## src/rtl/clip_record_play_ctrl.sv

```systemverilog
// rtl/clip_record_play_ctrl.sv - multi-clip audio record/playback sequencer over a shared sample RAM
module clip_record_play_ctrl #(
    parameter int NUM_CLIPS = 4,
    parameter int CLIP_AW   = 15,
    parameter int SEL_W     = $clog2(NUM_CLIPS)
) (
    input  logic                     clock,
    input  logic                     reset,
    input  logic                     play_req,
    input  logic                     record_req,
    input  logic                     stop_req,
    input  logic [SEL_W-1:0]         clip_sel,
    input  logic                     sample_tick,
    output logic                     mem_en,
    output logic                     mem_wen,
    output logic [SEL_W+CLIP_AW-1:0] mem_addr,
    output logic                     des_en,
    output logic                     ser_en,
    output logic                     busy,
    output logic                     done,
    output logic                     err,
    output logic [NUM_CLIPS-1:0]     clip_valid
);

    // One extra offset bit so a full-length clip count (2**CLIP_AW) is representable.
    localparam int OFF_W = CLIP_AW + 1;
    localparam logic [OFF_W-1:0] OFF_ONE  = OFF_W'(1);
    localparam logic [OFF_W-1:0] OFF_LAST = {1'b0, {CLIP_AW{1'b1}}};

    typedef enum logic [1:0] {
        S_IDLE   = 2'd0,
        S_RECORD = 2'd1,
        S_PLAY   = 2'd2
    } state_t;

    state_t               state_q, state_d;
    logic [SEL_W-1:0]     sel_q, sel_d;
    logic [OFF_W-1:0]     offset_q, offset_d;
    logic [OFF_W-1:0]     len_q [NUM_CLIPS];
    logic [OFF_W-1:0]     len_d [NUM_CLIPS];
    logic [NUM_CLIPS-1:0] valid_q, valid_d;
    logic                 done_q, done_d;
    logic                 err_q, err_d;

    // Next-state logic: request arbitration in IDLE, stop-before-tick in active states.
    always_comb begin
        state_d  = state_q;
        sel_d    = sel_q;
        offset_d = offset_q;
        len_d    = len_q;
        valid_d  = valid_q;
        done_d   = 1'b0;
        err_d    = 1'b0;
        case (state_q)
            S_IDLE: begin
                if (play_req) begin
                    if (valid_q[clip_sel]) begin
                        sel_d    = clip_sel;
                        offset_d = '0;
                        state_d  = S_PLAY;
                    end else begin
                        err_d = 1'b1;
                    end
                end else if (record_req) begin
                    sel_d            = clip_sel;
                    offset_d         = '0;
                    valid_d[clip_sel] = 1'b0;
                    state_d          = S_RECORD;
                end
            end
            S_RECORD: begin
                if (stop_req) begin
                    len_d[sel_q]   = offset_q;
                    valid_d[sel_q] = (offset_q != '0);
                    done_d         = 1'b1;
                    state_d        = S_IDLE;
                end else if (sample_tick) begin
                    offset_d = offset_q + OFF_ONE;
                    if (offset_q == OFF_LAST) begin
                        len_d[sel_q]   = offset_q + OFF_ONE;
                        valid_d[sel_q] = 1'b1;
                        done_d         = 1'b1;
                        state_d        = S_IDLE;
                    end
                end
            end
            S_PLAY: begin
                if (stop_req) begin
                    done_d  = 1'b1;
                    state_d = S_IDLE;
                end else if (sample_tick) begin
                    offset_d = offset_q + OFF_ONE;
                    if (offset_q == len_q[sel_q] - OFF_ONE) begin
                        done_d  = 1'b1;
                        state_d = S_IDLE;
                    end
                end
            end
            default: begin
                state_d = S_IDLE;
            end
        endcase
    end

    // State and bookkeeping registers; reset discards any partial recording.
    always_ff @(posedge clock) begin
        if (reset) begin
            state_q  <= S_IDLE;
            sel_q    <= '0;
            offset_q <= '0;
            valid_q  <= '0;
            done_q   <= 1'b0;
            err_q    <= 1'b0;
            for (int i = 0; i < NUM_CLIPS; i++) begin
                len_q[i] <= '0;
            end
        end else begin
            state_q  <= state_d;
            sel_q    <= sel_d;
            offset_q <= offset_d;
            valid_q  <= valid_d;
            done_q   <= done_d;
            err_q    <= err_d;
            for (int i = 0; i < NUM_CLIPS; i++) begin
                len_q[i] <= len_d[i];
            end
        end
    end

    // Output decode; a tick that coincides with stop never reaches the RAM.
    always_comb begin
        busy       = (state_q != S_IDLE);
        des_en     = (state_q == S_RECORD);
        ser_en     = (state_q == S_PLAY);
        mem_en     = busy && sample_tick && !stop_req;
        mem_wen    = des_en && sample_tick && !stop_req;
        mem_addr   = busy ? {sel_q, offset_q[CLIP_AW-1:0]} : '0;
        done       = done_q;
        err        = err_q;
        clip_valid = valid_q;
    end

endmodule

```

## config.mk

```make
export PLATFORM = sky130hd
export DESIGN_NAME = clip_record_play_ctrl
export DESIGN_NICKNAME = d
export VERILOG_FILES = /design/src/rtl/clip_record_play_ctrl.sv
export SDC_FILE = /design/constraint.sdc
export NUM_CORES = 1
export LEC_CHECK = 0
export BUFFER_PORTS_ARGS = -buffer_cell sky130_fd_sc_hd__buf_2
export CAP_MARGIN = 10
export CORE_AREA = 3 3 120 122
export CTS_CLUSTER_SIZE = 30
export DETAILED_ROUTE_END_ITERATION = 16
export DIE_AREA = 0 0 123 125
export HOLD_SLACK_MARGIN = 0.1
export SETUP_SLACK_MARGIN = 0.02
export SYNTH_ARGS = -nofsm -noshare
export SYNTH_HDL_FRONTEND = slang
export SYNTH_SLANG_ARGS = --single-unit
export TNS_END_PERCENT = 10
```

## constraint.sdc

```tcl
create_clock -name clock -period 9.5 [get_ports clock]
set_input_delay 1.9 -clock clock [delete_from_list [all_inputs] [get_ports clock]]
set_output_delay 1.9 -clock clock [all_outputs]
set_load 0.05 [all_outputs]
```

[Word level (Yosys, flattened, before mapping)]
Cells that the tools add are included.
Word-level totals
  flip-flop bits (word level): 90
  latch bits: 0
  memory bits (writable): 0
  ROM bits: 0
  output and inout port bits: 28
  word-level logic and storage cells: 113
  memories: 0
Operators by class
  add/subtract/negate cells: 2
  $mul: 0
  div/mod/pow operators: 0
  $lt $le $gt $ge: 6
  equal/unequal tests: 15
  shift-type cells: 0
  multiplexer cells: 51
  bitwise logic cells: 6
  reduce and logical (&&, ||, !) cells: 23
Operators with widths (count)
  2-to-1 mux 64 bit: 3
  bitwise mux 64 bit: 2
  2-to-1 mux 16 bit: 8
  binary-select mux 16 bit (select 2 bit): 1
  demux 16 bit (select 2 bit): 1
  case mux 16 bit (2 select lines): 1
  2-to-1 mux 2 bit: 12
  2-to-1 mux 4 bit: 5
  2-to-1 mux 17 bit: 1
  adder 16 x 1 -> 16 bit (second input constant): 1
  equality test 16 x 15 -> 1 bit (second input constant): 1
  equality test 16 bit: 1
  nonzero test 16 bit: 1
  subtractor 16 x 1 -> 16 bit (second input constant): 1
  != test 3 bit (second input constant): 4
  nonzero test 2 bit: 6
  2-to-1 mux 1 bit: 10
  AND reduction 5 bit: 2
  case mux 4 bit (2 select lines): 1
  logical AND 1 bit: 7
  less-than comparator 2 x 3 -> 1 bit (second input constant): 2
  != test 2 bit (second input constant): 3
  != test 3 x 2 -> 1 bit (second input constant): 2
  case mux 2 bit (3 select lines): 1
  other kinds (21): 26

[Longest topological paths before layout]
  depth after elaboration: 10
  mapped depth: 14
  mapped depth without buffers: 12

[Least setup slack after synthesis]
OpenSTA, ideal clock, no wires.
  kind: in2out
  from: input stop_req
  to: output mem_en
  arrival time: 2710 ps
  setup slack: 4890 ps
  stages: 3
  cells stage by stage: inv_1 > nand2_1 > nor2_1
Between the ends
  cells in the longest elaborated chain, start to end: 2
Ends and longest elaborated chain
  start: declaration: RTL line 11  | input logic stop_req,
  zero test 1 bit: RTL line 135  | mem_en = busy && sample_tick && !stop_req;
  logical AND 1 bit: RTL line 135
  end: declaration: RTL line 14  | output logic mem_en,
Every way passes these cells.

[Worst setup path after layout]
Same ends and word-level chain as after synthesis.

==> metrics.csv <==
metric,value,unit
status,finished clean,
clk_latency,0.35,ns
clk_pin_slew,0.06,ns
clockBufferDepth,2,
finClkSkew,0.00656,ns
layout.cells.non_filler,804,
yosysUniqueCellTypes,51,
syn_area,5100,sq um
path_cells,buf_2 -> inv_1 -> nand2_1 -> nor2_1 -> buf_2,
cts_resized,0,
synth_area_per_cell,8.26,sq um
synthTopCellsByArea,"dfxtp_1 35%, a211oi_1 9.3%, nor2_1 9.3%",
syn_nets,632,
ios,36,
path_max_fanout,20,
finalHoldViolCount,0,
cp_slowest_cell,buf_2,
cp-end-kind,primary output,
drt-total-wl,13400,um
utilization,42.6,%
grt_max_degree,90,
initialDrtViolationCount,412,
start_kind,input port,
dp_slack,4.74,ns
final_nets,637,
antenna_found_initial,0,
syn_to_final_growth,11.0,%
fmax,210,MHz
slew-limit-headroom,35.4,%
worst_pin_slew,0.969,ns
antennaDiodeCount,0,
cts-root-buf,clkbuf_16,
vias,4471,
rsz0062_at_grt,false,
dp.cells,788,
dieArea,15400,sq um
synth_edf_count,0,
drive_gt1_share,14.5,%
crit_arrival,2.87,ns
max_stage_delay,0.35,ns
synthArstFlopShare,0,%
place.port_buffers,35,
cts_tree,yes,
post_drt_wl_per_cell,16.6,um
core,13300,sq um
yosysWarnings,0,
fin_tns_setup,0,ns
start_util,38.4,%
synth_seq_area_share,35.3,%
cpMostUsedCell,buf_2,
ys_ff_latch,90,
drc,0,
dp_hpwl,9100,um
postCtsSetupRepairBufs,0,
htreeDepth,3,
power_density,179,nW/um^2
netlist.top_cell.by_area,dfxtp_1,
cts-buffers-inserted,9,
drt_first_pass_iters,5,
most-common-layout-cells,"123 x nor2_1, 90 x dfxtp_1, 63 x a211oi_1",
synth_cells,618,
worstSetupPathType,input port to primary output,
hp-class,flip-flop to flip-flop,
crit_required,7.60,ns
clock-sinks,90,
max-vdd-ir-drop,94.8,uV
gp_congestion,0.903,
setup_slack,4.73,ns
grt_pass1_wl,21700,um
whs_path_depth,2,
ant_nets,0,
final_common_cell,nor2_1,
synth.top_cell.area_share,35.3,%
die_y,125,um
drv_slew,0,
viasPerCell,5.56,
drv_cap,0,
ctsHoldBuffers,0,
setup_viol_count_final,0,
leakagePower,1.93,nW
ys.flop_type,dfxtp_1,
grt_pass1_vias,4257,
reg2reg_depth,13,
rows,42,
gr-total-overflow,0,
dieWidth,123,um
min_period_over_period,50.2,%
finalCriticalPeriod,4.77,ns
rrSetupSlack,5.69,ns
grt_usage,17.8,%
worst paths after layout:
check,from,to
worst max register to register,sel_q[0],state_q[0]
worst min register to register,len_q[56],len_q[56]
worst max-delay path,stop_req,mem_en
worst min-delay path,len_q[56],len_q[56]
stage by stage:
step	area (sq um)	total power, W	hold WS (ns)
floorplan	5100	0.000594	0.455
global placement	5350	0.000642	0.469
detailed placement	5350	0.000646	0.483
CTS	5670	0.00102	0.497
global route	5670	0.00107	0.515
finish	5670	0.00101	0.495
sequential cells by signal, summed over array words and instances, names as in the netlist:
| register | flops |
|---|---|
| len_q | 64 |
| err | 1 |
| clip_valid | 4 |
| offset_q | 16 |
| state_q | 2 |
| done | 1 |
| sel_q | 2 |
cell usage after synthesis, types with 13 or more instances:
master	instances
nor2_1	126
dfxtp_1	90
a211oi_1	63
nor2b_1	13
clkbuf_1	36
mux4_2	14
a21oi_1	29
xnor2_1	28
o21ai_0	18
nor3_1	20
nand3_1	13
inv_1	19
nand2_1	48
report_power, final:
group,internal [W],total [W],switching [W]
clock network,0.000226,0.000372,0.000147
registers,0.000389,0.000396,0.00000701
logic,0.0000858,0.000244,0.000158
per-layer routing:
layer  GRT usage (%)  wire length [um]
met5               0                 0
met4            6.71               378
met3            5.51               687
met1            23.3              6000
met2            27.7              6300
critical path, delay by kind of cell:
kind	cells	cell delay, ns
and+or+nand+nor	2	0.19
buffers and inverters	3	0.77
area by class of cell:
cell class / count / area, sq um
multi-input cells: 460 / 3020
flip-flops and latches: 90 / 1800
fillers: 1315 / 7630
repair buffers: 43 / 235
well taps: 176 / 220
clock buffers: 13 / 270
clock inverters: 3 / 46.3
inverters: 19 / 71.3
cells by family after synthesis:
kind of cell               Yosys count  share of synthesized area, %
AOI/OAI and AO/OA                  129                          17.2
xor gates and xnor gates            32                          5.49
adders and majority gates            6                          1.47
buffers and inverters               68                          5.74
DFF                                 90                          35.3
muxes                               30                          11.0
and+or+nand+nor                    263                          23.9
No activity file was read; power rests on OpenSTA's default activity.
